$ cat config.mk
export PLATFORM = sky130hd
export DESIGN_NAME = count_sched
export DESIGN_NICKNAME = d
export VERILOG_FILES = /design/src/rtl/count_sched_pkg.sv /design/src/rtl/count_sched_ctr.sv /design/src/rtl/count_sched.sv
export SDC_FILE = /design/constraint.sdc
export NUM_CORES = 1
export LEC_CHECK = 0
export CORE_MARGIN = 2
export CORE_UTILIZATION = 45
export CTS_BUF_LIST = sky130_fd_sc_hd__clkbuf_8
export DETAILED_ROUTE_END_ITERATION = 10
export PLACE_DENSITY_LB_ADDON = 0.2
export SYNTH_ARGS = -nofsm -noshare
export SYNTH_HDL_FRONTEND = slang
export SYNTH_SLANG_ARGS = --single-unit
export TNS_END_PERCENT = 10
$ cat constraint.sdc
create_clock -name CLK -period 1.9 [get_ports CLK]
set_input_delay 0.285 -clock CLK [delete_from_list [all_inputs] [get_ports CLK]]
set_output_delay 0.285 -clock CLK [all_outputs]
set_load 0.01 [all_outputs]
$ cat src/rtl/count_sched_pkg.sv
// rtl/count_sched_pkg.sv - shared FSM state encoding, requester count and grant helper for count_sched
package count_sched_pkg;

  localparam int NREQ = 2;

  typedef enum logic [1:0] {
    IDLE  = 2'd0,
    LOAD  = 2'd1,
    COUNT = 2'd2,
    DONE  = 2'd3
  } state_e;

  function automatic logic [NREQ-1:0] onehot_of(input logic idx);
    return idx ? 2'b10 : 2'b01;
  endfunction

endpackage

$ cat src/rtl/count_sched_ctr.sv
// rtl/count_sched_ctr.sv - 4-bit loadable wrap-around counter used as the count_sched datapath
module count_sched_ctr (
  input  logic       clk_i,
  input  logic       rst_ni,
  input  logic       load_i,
  input  logic [3:0] in1_i,
  output logic [3:0] cnt_o
);

  logic [3:0] cnt_q;
  logic [3:0] cnt_d;

  always_comb begin
    cnt_d = load_i ? in1_i : cnt_q + 4'd1;
  end

  always_ff @(posedge clk_i or negedge rst_ni) begin
    if (!rst_ni) begin
      cnt_q <= 4'h0;
    end else begin
      cnt_q <= cnt_d;
    end
  end

  assign cnt_o = cnt_q;

endmodule

$ cat src/rtl/count_sched.sv
// rtl/count_sched.sv - two-requester job scheduler driving a loadable counter to a terminal count
// COUNT_SCHED_RR_EN selects round-robin tie-breaking; otherwise requester 0 has fixed priority.
module count_sched
  import count_sched_pkg::*;
#(
  parameter logic [3:0] TERM = 4'hF
) (
  input  logic            CLK,
  input  logic            RST,
  input  logic [NREQ-1:0] req,
  input  logic [3:0]      start0,
  input  logic [3:0]      start1,
  output logic [NREQ-1:0] gnt,
  output logic [NREQ-1:0] done,
  output logic            busy,
  output logic [3:0]      cnt
);

  state_e          state_q, state_d;
  logic [NREQ-1:0] gnt_q, gnt_d;
  logic [NREQ-1:0] done_q, done_d;
  logic [NREQ-1:0] pick;
  logic            load;
  logic [3:0]      in1;
  logic            win_idx;
  logic            win_req;

  assign win_idx = gnt_q[1];
  assign win_req = req[win_idx];

`ifdef COUNT_SCHED_RR_EN
  logic ptr_q, ptr_d;
  logic job_end;

  always_comb begin
    if (&req) begin
      pick = onehot_of(ptr_q);
    end else begin
      pick = onehot_of(!req[0]);
    end
  end

  // Completed and aborted jobs both hand the pointer to the requester not just served.
  assign job_end = (state_q == DONE) ||
                   (((state_q == LOAD) || (state_q == COUNT)) && !win_req);
  assign ptr_d   = job_end ? ~win_idx : ptr_q;

  always_ff @(posedge CLK or negedge RST) begin
    if (!RST) begin
      ptr_q <= 1'b0;
    end else begin
      ptr_q <= ptr_d;
    end
  end
`else
  assign pick = onehot_of(!req[0]);
`endif

  always_comb begin
    state_d = state_q;
    gnt_d   = gnt_q;
    done_d  = '0;
    load    = 1'b0;
    in1     = win_idx ? start1 : start0;
    case (state_q)
      IDLE: begin
        if (|req) begin
          gnt_d   = pick;
          state_d = LOAD;
        end
      end
      LOAD: begin
        load = 1'b1;
        if (!win_req) begin
          gnt_d   = '0;
          state_d = IDLE;
        end else begin
          state_d = COUNT;
        end
      end
      COUNT: begin
        // A withdrawn request wins over a coincident terminal count: no done pulse.
        if (!win_req) begin
          gnt_d   = '0;
          state_d = IDLE;
        end else if (cnt == TERM) begin
          done_d  = gnt_q;
          state_d = DONE;
        end
      end
      DONE: begin
        gnt_d   = '0;
        state_d = IDLE;
      end
      default: begin
        gnt_d   = '0;
        state_d = IDLE;
      end
    endcase
  end

  always_ff @(posedge CLK or negedge RST) begin
    if (!RST) begin
      state_q <= IDLE;
      gnt_q   <= '0;
      done_q  <= '0;
    end else begin
      state_q <= state_d;
      gnt_q   <= gnt_d;
      done_q  <= done_d;
    end
  end

  count_sched_ctr u_ctr (
    .clk_i  (CLK),
    .rst_ni (RST),
    .load_i (load),
    .in1_i  (in1),
    .cnt_o  (cnt)
  );

  assign gnt  = gnt_q;
  assign done = done_q;
  assign busy = (state_q != IDLE);

endmodule

==> flow_metrics.py <==
metrics = {
    "setup_path": {
        "required_ps": 1620,
        "crit_path_max_fanout": 4,
        "cp.arrival_ps": 1520,
        "cp-start-kind": "flop",
        "crit_top_cell": "inv_1",
        "crit_buf_inv": 3,
        "crit_path_top_delay_cell": "clkdlybuf4s50_1",
        "cp_top_family": "buffers and inverters",
        "cp_cell_sequence": "inv_1 -> ha_2 -> inv_1 -> clkdlybuf4s50_1",
        "cp-end-kind": "primary output",
        "rrSetupSlack_ps": 390,
        "slowest_delay_ps": 470,
        "critPathKind": "flop to primary output",
    },
    "clock_tree": {
        "clk_path_buf_depth": 2,
        "htreeDepth": 1,
        "clk_pin_slew_ps": 50,
        "cts_buffers": 3,
        "cts_sinks": 10,
        "cts_root_buf": "clkbuf_8",
        "post_cts_buffers": 0,
        "hold_buffers": 0,
        "cts_tree": "yes",
        "worstSkewPairLatency_ps": 240,
    },
    "synthesis": {
        "avgSynthCellArea_um2": 10.5,
        "ys_warn_count": 0,
        "async_flop_share_pct": 100,
        "yosys.area.top_type": "dfrtp_1",
        "synth.distinct_cells": 23,
        "ys_top_cells_by_count": "dfrtp_1 (10), mux2i_1 (7), ha_1 (5), inv_1 (5), nor2_1 (5)",
        "ys_top_cells_by_area": "dfrtp_1 (41%), mux2i_1 (12%), ha_1 (10%)",
        "ys_seq_elements": 10,
        "synth_top_area_share_pct": 41.2,
        "synthesis.nets": 75,
        "netlist_area_um2": 607,
        "synth_ff_type": "dfrtp_1",
        "synth_edf_count": 0,
        "yosysMostFrequentCell": "dfrtp_1",
        "seq_area_frac_synth_pct": 41.2,
        "synth_cells": 58,
    },
    "floorplanning": {
        "num_rows": 13,
        "die_h_um": 40.7,
        "die_x_um": 40.7,
        "io_pins": 21,
        "core_um2": 1280,
        "dieArea_um2": 1660,
        "initial_core_util_pct": 47.2,
    },
    "layout": {
        "drive_above_1_share_pct": 11.3,
        "syn2layout_area_growth_pct": 43.3,
        "finish.instance_area_um2": 870,
        "num_antenna_cells": 0,
        "fin_cells": 95,
        "final_core_util_pct": 67.7,
        "nets": 98,
    },
    "grt": {
        "grt-ovfl-total": 0,
        "grt_pass1_wl_um": 1970,
        "grt_max_degree": 12,
        "grt_antenna_before_repair": 0,
        "grt_use_total_pct": 19.3,
        "grt_pass1_vias": 451,
    },
    "route": {
        "wire_per_inst_um": 14.2,
        "drt-total-wl_um": 1350,
        "drt.antenna.violating_nets": 0,
        "drt_iter0_markers": 10,
        "via_count": 532,
        "firstDrtPassIters": 4,
        "drc": 0,
        "vias_per_cell": 5.60,
    },
    "placement": {
        "dp_hpwl_um": 910,
        "placed_area_um2": 812,
        "place_inst": 91,
        "portBuffers": 20,
        "place_congestion": 0.825,
        "pre_cts_slack_ps": 239,
    },
    "sta": {
        "finalWorstSetupSlack_ps": 93.2,
        "hold_violations": 0,
        "clock_skew_ps": 4.96,
        "hold_slack_ps": 355,
        "timing.final.crit_period_ps": 1810,
        "tightest_slew_ps": 480,
        "max_freq_mhz": 553,
        "grt_setup_unrepaired": "no",
        "setup_tns_ps": 0,
        "max_slew_margin_pct": 68.0,
        "setup_violations": 0,
        "drv_slew": 0,
        "period_share_pct": 95.1,
    },
    "job": {
        "cap_viol_max_count": 0,
    },
    "hold_path": {
        "hold_path_class": "input pin to async pin",
    },
    "power": {
        "powerDensity_nw_per_um2": 1550,
        "p_total_mw": 1.34,
        "ir_drop_uv": 758,
        "p_leak_nw": 0.378,
    },
    "outcome": {
        "status": "completed",
    },
}
==> power breakdown <==
group / internal [mW] / switching (mW)
registers: 0.294 / 0.104
clock network: 0.183 / 0.0876
logic: 0.364 / 0.312
total: 0.841 / 0.503
==> cell type report <==
| type | instances | area, µm² |
|---|---|---|
| inverters | 5 | 18.8 |
| repair buffers | 21 | 208 |
| well taps | 15 | 18.8 |
| multi-input cells | 40 | 319 |
| clock buffers | 4 | 55.1 |
| flip-flops and latches | 10 | 250 |
| fillers | 113 | 415 |
==> what timing repair did <==
action                                  CTS  global route
endpoints found under the setup margin    0             1
resized for setup                         0             1
hold endpoints to repair                  0             0
==> cell families (layout without fill, tap and decap cells) <==
| family | after synthesis | after routing | synth area share [%] |
|---|---|---|---|
| AO/OA/AOI/OAI | 11 | 11 | 14.6 |
| XOR/XNOR | 2 | 2 | 2.89 |
| adder cells (fa/ha/maj) | 5 | 5 | 10.3 |
| buffers and inverters | 8 | 30 | 6.60 |
| flip-flops | 10 | 10 | 41.2 |
| AND/OR/NAND/NOR | 14 | 14 | 10.3 |
| multiplexers | 8 | 8 | 14.0 |
==> cells in the final DEF, fill, tap and decap left out <==
cell,count
mux2_4,1
dfrtp_1,10
a21o_1,1
nor2_1,5
nand3_1,3
a21oi_1,2
ha_1,4
a31o_1,1
nor3b_1,1
xor2_1,2
a2111oi_0,1
mux2i_1,7
clkdlybuf4s50_1,20
inv_1,5
a22oi_2,1
ha_2,1
buf_4,1
o21ai_0,1
o32ai_1,1
nand2_1,3
o22ai_1,1
clkbuf_8,4
a32o_1,1
a221o_2,1
nor3_1,2
==> path summary, 6_finish.rpt <==
path	from	to	cells after the start
min in group CLK	u_ctr.cnt_o[0]$_DFF_PN0_	u_ctr.cnt_o[0]$_DFF_PN0_	1
hold reg to reg	u_ctr.cnt_o[0]$_DFF_PN0_	u_ctr.cnt_o[0]$_DFF_PN0_	1
max in group asynchronous	RST	u_ctr.cnt_o[0]$_DFF_PN0_	1
hold / removal	RST	gnt[0]$_DFFE_PN0P_	1
setup / recovery	state_q[0]$_DFFE_PN0P_	busy	4
setup reg to reg	gnt[1]$_DFFE_PN0P_	state_q[1]$_DFFE_PN0P_	3
==> metal layers <==
layer	global-route usage, %	routed length, µm	vias to the layer above
met3	4.89	63	4
met5	0	0	-
met1	23.6	588	253
met4	12.5	23	0
met2	29.8	671	24
li1	-	-	251
==> state kept, by name (all words and copies together) (netlist names) <==
name,count
u_ctr.cnt_o,4
done,2
state_q,2
gnt,2
Note: power is estimated with default switching activity, not from simulation.
